[src/rtl/rv32i_mem_arbiter_if.sv]
`default_nettype none
// ============================================================================
//  Module   : rv32i_mem_arbiter_if
//  Brief    : Request/response bundle between the rv32i fetch port, the
//             load/store port, the shared memory and the arbiter.
//             slave  = arbiter side, master = requester/memory side.
//  Revision : 1.0  initial release
// ============================================================================
interface rv32i_mem_arbiter_if #(
  parameter int XLEN = 32
);
  // instruction fetch port
  logic            if_req;
  logic [XLEN-1:0] if_addr;
  logic            if_gnt;
  logic            if_rvalid;
  logic [XLEN-1:0] if_rdata;
  logic            if_err;
  // load/store port
  logic            d_req;
  logic            d_we;
  logic [XLEN-1:0] d_addr;
  logic [XLEN-1:0] d_wdata;
  logic [3:0]      d_be;
  logic            d_gnt;
  logic            d_rvalid;
  logic [XLEN-1:0] d_rdata;
  logic            d_err;
  // shared memory port
  logic            mem_req;
  logic            mem_we;
  logic [XLEN-1:0] mem_addr;
  logic [XLEN-1:0] mem_wdata;
  logic [3:0]      mem_be;
  logic            mem_gnt;
  logic            mem_rvalid;
  logic [XLEN-1:0] mem_rdata;

  modport slave (
    input  if_req, if_addr,
    output if_gnt, if_rvalid, if_rdata, if_err,
    input  d_req, d_we, d_addr, d_wdata, d_be,
    output d_gnt, d_rvalid, d_rdata, d_err,
    output mem_req, mem_we, mem_addr, mem_wdata, mem_be,
    input  mem_gnt, mem_rvalid, mem_rdata
  );

  modport master (
    output if_req, if_addr,
    input  if_gnt, if_rvalid, if_rdata, if_err,
    output d_req, d_we, d_addr, d_wdata, d_be,
    input  d_gnt, d_rvalid, d_rdata, d_err,
    input  mem_req, mem_we, mem_addr, mem_wdata, mem_be,
    output mem_gnt, mem_rvalid, mem_rdata
  );
endinterface
`default_nettype wire

[src/rtl/rv32i_mem_arbiter.sv]
`default_nettype none
// ============================================================================
//  Module   : rv32i_mem_arbiter
//  Brief    : Shares one single-port memory between the rv32i fetch port and
//             the load/store port. One transaction in flight; a watchdog
//             turns a lost memory response into an error response.
//  Options  : MEM_ARB_RR_EN - round-robin tie-break (default: data port wins)
//  Revision : 1.0  initial release
// ============================================================================
module rv32i_mem_arbiter #(
  parameter int XLEN    = 32,
  parameter int TIMEOUT = 16
) (
  input  logic                clock,
  input  logic                reset_n,
  rv32i_mem_arbiter_if.slave  bus
);

  localparam int              TW         = $clog2(TIMEOUT + 1);
  localparam logic [TW-1:0]   TIMER_LAST = TW'(TIMEOUT - 1);
  localparam logic [TW-1:0]   TIMER_ONE  = TW'(1);
  localparam logic            OWNER_FETCH = 1'b0;
  localparam logic            OWNER_DATA  = 1'b1;

  typedef enum logic [1:0] {
    ST_IDLE  = 2'd0,
    ST_ISSUE = 2'd1,
    ST_WAIT  = 2'd2
  } state_t;

  state_t          r_state;
  state_t          w_state_nxt;
  logic [TW-1:0]   r_timer;
  logic            r_owner;
  logic            r_mem_we;
  logic [XLEN-1:0] r_mem_addr;
  logic [XLEN-1:0] r_mem_wdata;
  logic [3:0]      r_mem_be;
  logic            r_if_rvalid;
  logic            r_if_err;
  logic [XLEN-1:0] r_if_rdata;
  logic            r_d_rvalid;
  logic            r_d_err;
  logic [XLEN-1:0] r_d_rdata;

  logic            w_take;
  logic            w_pick_data;
  logic            w_data_wins_tie;
  logic            w_mem_req;
  logic            w_rsp_fire;
  logic            w_timeout;

`ifdef MEM_ARB_RR_EN
  logic            r_last_grant;

  // remember who was served last so a tie goes to the other port
  always_ff @(posedge clock or negedge reset_n) begin
    if (!reset_n)    r_last_grant <= OWNER_FETCH;
    else if (w_take) r_last_grant <= w_pick_data;
  end

  assign w_data_wins_tie = (r_last_grant == OWNER_FETCH);
`else
  assign w_data_wins_tie = 1'b1;
`endif

  // state register
  always_ff @(posedge clock or negedge reset_n) begin
    if (!reset_n) r_state <= ST_IDLE;
    else          r_state <= w_state_nxt;
  end

  // next state, arbitration and response decision
  always_comb begin
    w_state_nxt = r_state;
    w_take      = 1'b0;
    w_pick_data = 1'b0;
    w_mem_req   = 1'b0;
    w_rsp_fire  = 1'b0;
    w_timeout   = 1'b0;
    case (r_state)
      ST_IDLE: begin
        if (bus.if_req || bus.d_req) begin
          w_take      = 1'b1;
          w_pick_data = bus.d_req && (!bus.if_req || w_data_wins_tie);
          w_state_nxt = ST_ISSUE;
        end
      end
      ST_ISSUE: begin
        w_mem_req = 1'b1;
        if (bus.mem_gnt) w_state_nxt = ST_WAIT;
      end
      ST_WAIT: begin
        // a response arriving on the last allowed cycle still counts as good
        w_timeout = !bus.mem_rvalid && (r_timer == TIMER_LAST);
        if (bus.mem_rvalid || w_timeout) begin
          w_rsp_fire  = 1'b1;
          w_state_nxt = ST_IDLE;
        end
      end
      default: w_state_nxt = ST_IDLE;
    endcase
  end

  // capture the winner's request fields; they stay put until the next grant
  always_ff @(posedge clock or negedge reset_n) begin
    if (!reset_n) begin
      r_owner     <= OWNER_FETCH;
      r_mem_we    <= 1'b0;
      r_mem_addr  <= '0;
      r_mem_wdata <= '0;
      r_mem_be    <= 4'b0000;
    end else if (w_take) begin
      r_owner <= w_pick_data;
      if (w_pick_data) begin
        r_mem_we    <= bus.d_we;
        r_mem_addr  <= bus.d_addr;
        r_mem_wdata <= bus.d_wdata;
        r_mem_be    <= bus.d_be;
      end else begin
        r_mem_we    <= 1'b0;
        r_mem_addr  <= bus.if_addr;
        r_mem_wdata <= '0;
        r_mem_be    <= 4'b1111;
      end
    end
  end

  // watchdog: counts WAIT cycles without a response, cleared on issue
  always_ff @(posedge clock or negedge reset_n) begin
    if (!reset_n)                                r_timer <= '0;
    else if (r_state == ST_ISSUE && bus.mem_gnt) r_timer <= '0;
    else if (r_state == ST_WAIT && !w_rsp_fire)  r_timer <= r_timer + TIMER_ONE;
  end

  // route the response to the owner; valid/err pulse, rdata holds
  always_ff @(posedge clock or negedge reset_n) begin
    if (!reset_n) begin
      r_if_rvalid <= 1'b0;
      r_if_err    <= 1'b0;
      r_if_rdata  <= '0;
      r_d_rvalid  <= 1'b0;
      r_d_err     <= 1'b0;
      r_d_rdata   <= '0;
    end else begin
      r_if_rvalid <= w_rsp_fire && (r_owner == OWNER_FETCH);
      r_d_rvalid  <= w_rsp_fire && (r_owner == OWNER_DATA);
      r_if_err    <= w_rsp_fire && w_timeout && (r_owner == OWNER_FETCH);
      r_d_err     <= w_rsp_fire && w_timeout && (r_owner == OWNER_DATA);
      if (w_rsp_fire && (r_owner == OWNER_FETCH)) r_if_rdata <= w_timeout ? '0 : bus.mem_rdata;
      if (w_rsp_fire && (r_owner == OWNER_DATA))  r_d_rdata  <= w_timeout ? '0 : bus.mem_rdata;
    end
  end

  assign bus.if_gnt    = w_take && !w_pick_data;
  assign bus.d_gnt     = w_take && w_pick_data;
  assign bus.mem_req   = w_mem_req;
  assign bus.mem_we    = r_mem_we;
  assign bus.mem_addr  = r_mem_addr;
  assign bus.mem_wdata = r_mem_wdata;
  assign bus.mem_be    = r_mem_be;
  assign bus.if_rvalid = r_if_rvalid;
  assign bus.if_err    = r_if_err;
  assign bus.if_rdata  = r_if_rdata;
  assign bus.d_rvalid  = r_d_rvalid;
  assign bus.d_err     = r_d_err;
  assign bus.d_rdata   = r_d_rdata;

endmodule
`default_nettype wire
[src/flat_wrapper.sv]
// flat-port wrapper written by rule: the top's interface ports become plain ports
module rv32i_mem_arbiter_flat 
#(
  parameter int XLEN    = 32,
  parameter int TIMEOUT = 16
)
  (clock, reset_n, bus_if_req, bus_if_addr, bus_if_gnt, bus_if_rvalid, bus_if_rdata, bus_if_err, bus_d_req, bus_d_we, bus_d_addr, bus_d_wdata, bus_d_be, bus_d_gnt, bus_d_rvalid, bus_d_rdata, bus_d_err, bus_mem_req, bus_mem_we, bus_mem_addr, bus_mem_wdata, bus_mem_be, bus_mem_gnt, bus_mem_rvalid, bus_mem_rdata);
  rv32i_mem_arbiter_if #(.XLEN(XLEN)) bus_i ();
  input  logic clock;
  input  logic reset_n;
  input wire logic [$bits(bus_i.if_req)-1:0] bus_if_req;
  input wire logic [$bits(bus_i.if_addr)-1:0] bus_if_addr;
  output wire logic [$bits(bus_i.if_gnt)-1:0] bus_if_gnt;
  output wire logic [$bits(bus_i.if_rvalid)-1:0] bus_if_rvalid;
  output wire logic [$bits(bus_i.if_rdata)-1:0] bus_if_rdata;
  output wire logic [$bits(bus_i.if_err)-1:0] bus_if_err;
  input wire logic [$bits(bus_i.d_req)-1:0] bus_d_req;
  input wire logic [$bits(bus_i.d_we)-1:0] bus_d_we;
  input wire logic [$bits(bus_i.d_addr)-1:0] bus_d_addr;
  input wire logic [$bits(bus_i.d_wdata)-1:0] bus_d_wdata;
  input wire logic [$bits(bus_i.d_be)-1:0] bus_d_be;
  output wire logic [$bits(bus_i.d_gnt)-1:0] bus_d_gnt;
  output wire logic [$bits(bus_i.d_rvalid)-1:0] bus_d_rvalid;
  output wire logic [$bits(bus_i.d_rdata)-1:0] bus_d_rdata;
  output wire logic [$bits(bus_i.d_err)-1:0] bus_d_err;
  output wire logic [$bits(bus_i.mem_req)-1:0] bus_mem_req;
  output wire logic [$bits(bus_i.mem_we)-1:0] bus_mem_we;
  output wire logic [$bits(bus_i.mem_addr)-1:0] bus_mem_addr;
  output wire logic [$bits(bus_i.mem_wdata)-1:0] bus_mem_wdata;
  output wire logic [$bits(bus_i.mem_be)-1:0] bus_mem_be;
  input wire logic [$bits(bus_i.mem_gnt)-1:0] bus_mem_gnt;
  input wire logic [$bits(bus_i.mem_rvalid)-1:0] bus_mem_rvalid;
  input wire logic [$bits(bus_i.mem_rdata)-1:0] bus_mem_rdata;
  assign bus_i.if_req = bus_if_req;
  assign bus_i.if_addr = bus_if_addr;
  assign bus_if_gnt = bus_i.if_gnt;
  assign bus_if_rvalid = bus_i.if_rvalid;
  assign bus_if_rdata = bus_i.if_rdata;
  assign bus_if_err = bus_i.if_err;
  assign bus_i.d_req = bus_d_req;
  assign bus_i.d_we = bus_d_we;
  assign bus_i.d_addr = bus_d_addr;
  assign bus_i.d_wdata = bus_d_wdata;
  assign bus_i.d_be = bus_d_be;
  assign bus_d_gnt = bus_i.d_gnt;
  assign bus_d_rvalid = bus_i.d_rvalid;
  assign bus_d_rdata = bus_i.d_rdata;
  assign bus_d_err = bus_i.d_err;
  assign bus_mem_req = bus_i.mem_req;
  assign bus_mem_we = bus_i.mem_we;
  assign bus_mem_addr = bus_i.mem_addr;
  assign bus_mem_wdata = bus_i.mem_wdata;
  assign bus_mem_be = bus_i.mem_be;
  assign bus_i.mem_gnt = bus_mem_gnt;
  assign bus_i.mem_rvalid = bus_mem_rvalid;
  assign bus_i.mem_rdata = bus_mem_rdata;
  rv32i_mem_arbiter #(.XLEN(XLEN), .TIMEOUT(TIMEOUT)) u_core (.clock(clock), .reset_n(reset_n), .bus(bus_i));
endmodule
[config.mk]
export PLATFORM = sky130hd
export DESIGN_NAME = rv32i_mem_arbiter_flat
export DESIGN_NICKNAME = d
export VERILOG_FILES = /design/src/rtl/rv32i_mem_arbiter_if.sv /design/src/rtl/rv32i_mem_arbiter.sv /design/src/flat_wrapper.sv
export SDC_FILE = /design/constraint.sdc
export NUM_CORES = 1
export LEC_CHECK = 0
export CORE_MARGIN = 3
export CORE_UTILIZATION = 31
export CTS_BUF_LIST = sky130_fd_sc_hd__clkbuf_4 sky130_fd_sc_hd__clkbuf_8
export DETAILED_ROUTE_END_ITERATION = 10
export GPL_TIMING_DRIVEN = 0
export PLACE_DENSITY = 0.68
export SLEW_MARGIN = 0
export SYNTH_ARGS = -nofsm -noshare
export SYNTH_HDL_FRONTEND = slang
export SYNTH_SLANG_ARGS = --single-unit
[constraint.sdc]
create_clock -name clock -period 4.6 [get_ports clock]
set_input_delay 0.92 -clock clock [delete_from_list [all_inputs] [get_ports clock]]
set_output_delay 0.92 -clock clock [all_outputs]
set_load 0.01 [all_outputs]
* Word level (Yosys, flattened, before mapping) *
Index checks and enable logic that the tools add are counted.

word-level totals
  output and inout port bits = 140
  input bits = 139
  flip-flop bits (word level) = 145

operators by class
  add/sub/neg operators = 1
  reductions and logical operators = 18
  equal/unequal tests = 6
  mux-type cells = 19
  bitwise operators = 1

operator list
  kind                 number
  $mux 32              3
  $logic_and 1x1->1    10
  $mux 5               2
  $mux 1               9
  $mux 2               3
  $pmux 2 s3           1
  $add 5x1->5 const B  1
  $eq 5x4->1 const B   1
  $mux 4               1
  $ne 2x1->1 const B   2
  $logic_not 1->1      3
  $reduce_and 3->1     1
  $eq 2x1->1 const B   1
  $eq 2x2->1 const B   1
  $logic_not 2->1      1
  $logic_or 1x1->1     2
  $ne 2x2->1 const B   1
  $reduce_bool 2->1    1
  $not 1->1            1

* Depth between registers and ports, before layout *
  word-level depth = 9
  mapped depth = 8

* Worst setup path after synthesis *
No wires, ideal clock.

  path type = input port to output port
  start point = in bus_d_req
  end point = out bus_if_gnt
  path buffers = 1
  cell stages on the path = 2
  setup slack = 2.198 ns
  data arrival time = 1.482 ns
  cell sequence = nor4b_2 -> buf_2

on the way
  longest elaborated chain between the ends = 5
  elaborated cells on any way between the ends = 7

RTL lines
  what                 RTL line                  text
  start: declaration   flat_wrapper.sv:17        input wire logic [$bits(bus_i.d_req)-1:0] bus_d_req;
  $logic_or 1x1->1     rv32i_mem_arbiter.sv:83   if (bus.if_req || bus.d_req) begin
  $mux 1               rv32i_mem_arbiter.sv:83
  $mux 1               rv32i_mem_arbiter.sv:81   case (r_state)
  $logic_not 1->1      rv32i_mem_arbiter.sv:155  assign bus.if_gnt = w_take && !w_pick_data;
  $logic_and 1x1->1 *  rv32i_mem_arbiter.sv:155
  end: declaration     flat_wrapper.sv:13        output wire logic [$bits(bus_i.if_gnt)-1:0] bus_if_gnt;

Mark *: on every way between the ends. The rest lies on a longest branch, timed or not.

* Worst setup path in the final report *
  start point = in bus_if_req
  end point = out bus_if_gnt

on the way
  longest elaborated chain between the ends = 5
  elaborated cells on any way between the ends = 7

RTL lines
  what                 RTL line                  text
  start: declaration   flat_wrapper.sv:11        input wire logic [$bits(bus_i.if_req)-1:0] bus_if_req;
  $logic_or 1x1->1 *   rv32i_mem_arbiter.sv:83
  $mux 1               rv32i_mem_arbiter.sv:83
  $mux 1               rv32i_mem_arbiter.sv:81
  $logic_not 1->1      rv32i_mem_arbiter.sv:155
  $logic_and 1x1->1 *  rv32i_mem_arbiter.sv:155

Marks and branches as above.

==> impl_metrics.toml <==
[power_and_ir_drop]
power.clock.fraction = 0.187
power_switching_share = 0.316
seq_power_share = 0.370
p_int_uw = 4050
cellPowerDensity_mw_per_mm2 = 633
total_switching_power_uw = 1880
cellLeakagePower_uw = 0.00404
report.power.total_uw = 5930
comb_power_frac = 0.443
vdd_drop_max_uv = 318

[critical_path]
critical_path_depth = 4
crit_top_cell = "clkdlybuf4s50_1"
worst-endpoint-arrival_ps = 2980
cp_slowest_stage_delay_ps = 650
category_of_cells_accounting_for_the_largest_share_of_critical_path_delay = "buffers and inverters"
worst-endpoint-required_ps = 3680
worst-path-max-fanout = 10
end_kind = "output port"
cp_num_buf_inv = 3
timing.critical_path.slowest_stage_cell = "nor4b_2"
timing.critical_path.cells = "clkdlybuf4s50_1, nor4b_2, buf_2, clkdlybuf4s50_1"
critical_path_class = "input port to output port"
crit_path_start_kind = "input port"
worstRegToRegCells = 8

[sta]
measured_slew_at_the_worst_slew_check_pin_ps = 824
final.setup.tns_ps = 0
hold_violations = 0
min_period_over_period = 0.848
finalWorstSetupSlack_ps = 699
unrepaired_setup_endpoints_after_global_routing = "no"
final.setup_skew_ps = 15.3
timing.final.setup_violations = 0
period_needed_ps = 3900
max_freq_mhz = 256
finalMaxSlewViolations = 0
worst_slew_margin_rel = 0.450
timing.hold.ws_ps = 489

[synth]
syn_nets = 549
synthTopCellsByArea = "dfrtp_1 62%, mux2_2 12%, a221o_1 5.5%"
synth_top_area_share = 0.623
synth_simple_gate_area_frac = 0.0993
synth_ff_type = "dfrtp_1"
area_share_of_xor_xnor_cells_in_the_synthesized_design = 0.00150
netlist_top_cells_count = "145 x dfrtp_1, 60 x mux2_2, 34 x and2_1"
asyncSetResetFlopFracSynth = 1.00
post_synth.cell_area_avg_um2 = 14.3
area_fraction_in_compound_gates_after_synthesis = 0.116
post_synth_instance_area_mm2 = 0.00582
synth_top_family_by_area = "multiplexers"
synth_instances = 408
synth_largest_area_cell = "dfrtp_1"
synth.area.mux_share = 0.129
synth_most_common_cell = "dfrtp_1"
synth_sequential_area_ratio = 0.623
synth.yosys.warnings = 0
synth_fa_ha_area_frac = 0.00430
synth_enable_flop_cells = 0
yosys.cell_types.count = 34
ys_seq_elements = 145

[routing]
antenna_left = 0
via_count = 4525
drt_pre_antenna_iters = 4
drc = 0
drt_iter0_markers = 112
routed_wl_um = 17600
avgRoutedWirePerCell_um = 18.6
routed_via_density = 4.77

[grt]
via_count_of_the_first_global_routing_pass = 5056
largest_net_degree_at_the_start_of_global_routing = 90
global_route.peak_usage_layer = "met2"
grt_use_met3 = 0.0663
gr-usage-all-layers = 0.174
number_of_antenna_violations_at_the_first_check_in_global_routing = 1
gr-usage-met1 = 0.208
remaining_global_route_overflow = 0
gr-usage-met2 = 0.294
wire_length_of_the_first_global_routing_pass_um = 27600

[die]
core.rowCount = 49
die_width_um = 143
die-area_mm2 = 0.0205
boundaryPins = 279
start_util = 0.320
fp.coreArea_mm2 = 0.0182
floorplan.die.height_um = 143

[clocking]
clk_path_buf_depth = 2
tritoncts_num_sinks = 145
post_cts_resized = 0
cts_hold_repair.buffers = 0
cts-buffers-inserted = 17
postCtsSetupRepairBufs = 0
ctsRootBufferMaster = "clkbuf_8"
cts_tree = "done"
cts.clk_slew.worst_paths_ps = 70
cts_htree_levels = 4
clkLatencyLatePin_ps = 440

[hold_path]
holdCritPathClass = "register to register"
min_path_cells = 1

[finish]
total_nets_final = 847
areaGrowthSynthToFinish_pct = 60.8
final_layout_size_suffix_gt1_frac = 0.167
final_util = 0.514
num_antenna_cells = 0

[job]
max-cap-violations = 0

[place]
gp_congestion = 0.784
port-buffer-count = 278
detailed_place_hpwl_um = 13500
placement.setup.worst_slack_ps = 654

[run_status]
outcome = "complete, no violations"
-- power groups by stage --
stage	logic, uW	registers (uW)	clock network [uW]
3_5_place_dp	2670	2210	0
6_report	2630	2190	1110
5_1_grt	2830	2260	1200
4_1_cts	2670	2200	1140
2_1_floorplan	869	2410	0
3_3_place_gp	2620	2190	0
-- logic make-up after synthesis --
logic type / count (synthesis)
multiplexers: 67
buffers and inverters: 32
AND/OR/NAND/NOR: 87
flip-flops: 145
AO/OA/AOI/OAI: 74
XOR/XNOR: 1
adder cells (fa/ha/maj): 2
-- per-layer routing --
| layer | vias to the layer above | wire length [um] |
|---|---|---|
| met1 | 2221 | 7190 |
| met3 | 19 | 1560 |
| met4 | 2 | 214 |
| li1 | 2073 | - |
| met2 | 210 | 8630 |
| met5 | - | 13 |
-- registers in the layout, summed over array words and instances, names as in the netlist --
register and cells:
u_core.r_timer 5, u_core.bus.mem_be 4, u_core.bus.d_rvalid 1, u_core.r_state 2, u_core.bus.d_err 1, u_core.bus.mem_addr 32
u_core.bus.d_rdata 32, u_core.r_owner 1, u_core.bus.mem_wdata 32, u_core.bus.mem_we 1, u_core.bus.if_err 1, u_core.bus.if_rvalid 1
u_core.bus.if_rdata 32
-- cell type report --
type	count	area [um2]
tap	229	287
fill	1577	8850
timing repair buffer	279	2810
buffer	28	138
inverter	4	15.0
sequential	145	3630
clock buffer	19	255
clock inverter	13	185
multi-input combinational	231	2040
-- worst paths after layout --
check,from,to,slack (ps)
max in group asynchronous,reset_n,u_core.bus.mem_addr[9]$_DFFE_PN0N_,3270
min in group asynchronous,reset_n,u_core.bus.if_rdata[7]$_DFFE_PN0P_,560
worst max register to register,u_core.r_timer[0]$_DFFE_PN0P_,u_core.bus.d_rdata[11]$_DFFE_PN0P_,2220
worst min register to register,u_core.bus.if_rdata[11]$_DFFE_PN0P_,u_core.bus.if_rdata[11]$_DFFE_PN0P_,490
worst min-delay path,u_core.bus.if_rdata[11]$_DFFE_PN0P_,u_core.bus.if_rdata[11]$_DFFE_PN0P_,490
worst max-delay path,bus_if_req,bus_if_gnt,700
-- through the flow --
stage,cell area (um2),cells
floorplan,5820,408
global placement,8890,915
detailed placement,8920,916
CTS,9360,948
global route,9360,948
finish,9360,948
-- layout by cell type (no fill, tap or decap), drive strengths merged, types with 5 or more instances in the layout --
cell type and n:
nor2 5, clkinv 6, inv 5, nand2 5
clkdlybuf4s50 277, buf 23, dfrtp 145, mux2 64
a22o 33, nor2b 33, and2 34, a221o 32
clkbuf 26
Power figures use the tool's default switching activity.
==> RTL edit (same settings) <==
`XLEN` is set to 32 in 3 places; all go to 16.
--- a/src/rtl/rv32i_mem_arbiter_if.sv
+++ b/src/rtl/rv32i_mem_arbiter_if.sv
@@ -9,3 +9,3 @@
 interface rv32i_mem_arbiter_if #(
-  parameter int XLEN = 32
+  parameter int XLEN = 16
 );
--- a/src/rtl/rv32i_mem_arbiter.sv
+++ b/src/rtl/rv32i_mem_arbiter.sv
@@ -10,3 +10,3 @@
 module rv32i_mem_arbiter #(
-  parameter int XLEN    = 32,
+  parameter int XLEN    = 16,
   parameter int TIMEOUT = 16
--- a/src/flat_wrapper.sv
+++ b/src/flat_wrapper.sv
@@ -3,3 +3,3 @@
 #(
-  parameter int XLEN    = 32,
+  parameter int XLEN    = 16,
   parameter int TIMEOUT = 16
Interface: changed (8 resized); port bits go from 279 to 151. The function was not compared with the original's and may differ.
==> RTL edit against the unedited design <==
  * Wire length shrank 52%
  * Clock power shrank 46%
  * Sequential cell count shrank 64
  * Clock skew shrank 0.0018 ns
  * Global-route usage shrank 3.2 points
  * Synthesized cell count shrank 39%
  * Area after synthesis shrank 42%
  * Worst hold slack lost 0.012 ns
  * Power shrank 44%
  * Count of clock-buffer cells in the layout shrank 7
  * Design area shrank 43%
  * Worst setup slack gained 0.31 ns
  * Register-to-register slack gained 0.10 ns
  * Largest cell class unchanged
==> RTL edit: results (changes against the unedited design) <==
outcome completed; Area growth, synth to finish 57.0%; Worst Tran Pin Value 0.655 ns (-0.169 ns); net switching power 1.02 mW (-46%); Max IR drop VDD 0.000241 V (-24%); Hold Path Sink u_core.r_timer[3]; number of global-route vias before repair 2722 (-46%); Routability Congestion 0.699 (-11%); Hold Startpoint u_core.r_timer[3]; fin nets 488 (-42%); ratio of cells with drive above 1 in the final layout 14.9% (-1.8 points); r2r setup slk 2.32 ns (+0.10 ns); worst r2r dst u_core.bus.d_rdata[13]; Syn Nets 326 (-41%); crit path launch bus_d_req; Post-Place Cell Area 5060 um^2 (-43%); pin count of the biggest net entering global routing 45 (-50%); Worst-path clk slew 0.08 ns; register share of total power 36.8% (-0.2 points); WHS 0.477 ns (-0.0124 ns); initial antenna violation count 0 (-1); Post-synth top cells dfrtp_1 (81), inv_1 (20), mux2_2 (20), mux2i_1 (19); largest cells by area after synthesis dfrtp_1 (60%), mux2_2 (6.7%), mux2i_1 (5.6%); CTS H-tree depth 3 (-1); P_leak 2.34 nW (-42%); first-pass GRT wire length 13.2 mm (-52%); Post-Place Cells 536 (-41%); Post-Route WL 8.38 mm (-52%); IO Port Bufs 150 (-46%); CTS Buffer Depth 2 (unchanged); Critical Path Max Stage Delay 0.49 ns (-0.16 ns); Fin Clk Skew 0.0135 ns (-0.00180 ns); DR vias 2533 (-44%); register area share after synthesis 60.0% (-2.3 points); All-Layer GR Usage 14.1% (-3.2 points); worst hold path class reg2reg; Placement Setup Slack 0.956 ns (+0.302 ns); Worst path slowest cell clkdlybuf4s50_1; Synth Instances 249 (-39%); PnR worst setup slack 1.01 ns (+0.309 ns)
[RTL edit: logic make-up (layout without fill, tap and decap cells)]
group / Yosys count / count (layout) / synth area share [%]
muxes: 51 / 51 / 17.3
and+or+nand+nor: 38 / 38 / 7.49
AOI/OAI and AO/OA: 42 / 42 / 9.38
buffers and inverters: 34 / 201 / 4.78
adders and majority gates: 2 / 2 / 0.741
xor gates and xnor gates: 1 / 1 / 0.259
DFF: 81 / 81 / 60.0
[RTL edit: area by class of cell]
| cell class | count | share of cell area [%] |
|---|---|---|
| clock buffers | 12 | 3.00 |
| repair buffers | 151 | 28.7 |
| plain buffers | 13 | 1.56 |
| multi-input cells | 134 | 22.4 |
| well taps | 136 | 3.21 |
| flip-flops and latches | 81 | 38.3 |
| clock inverters | 4 | 1.42 |
| inverters | 21 | 1.49 |
[RTL edit: routing by layer]
layer  share of wire, %  track usage, %
met5                  0               0
met1                 42            17.3
met4                1.3            5.28
met3                9.3            4.72
met2                 48            23.1
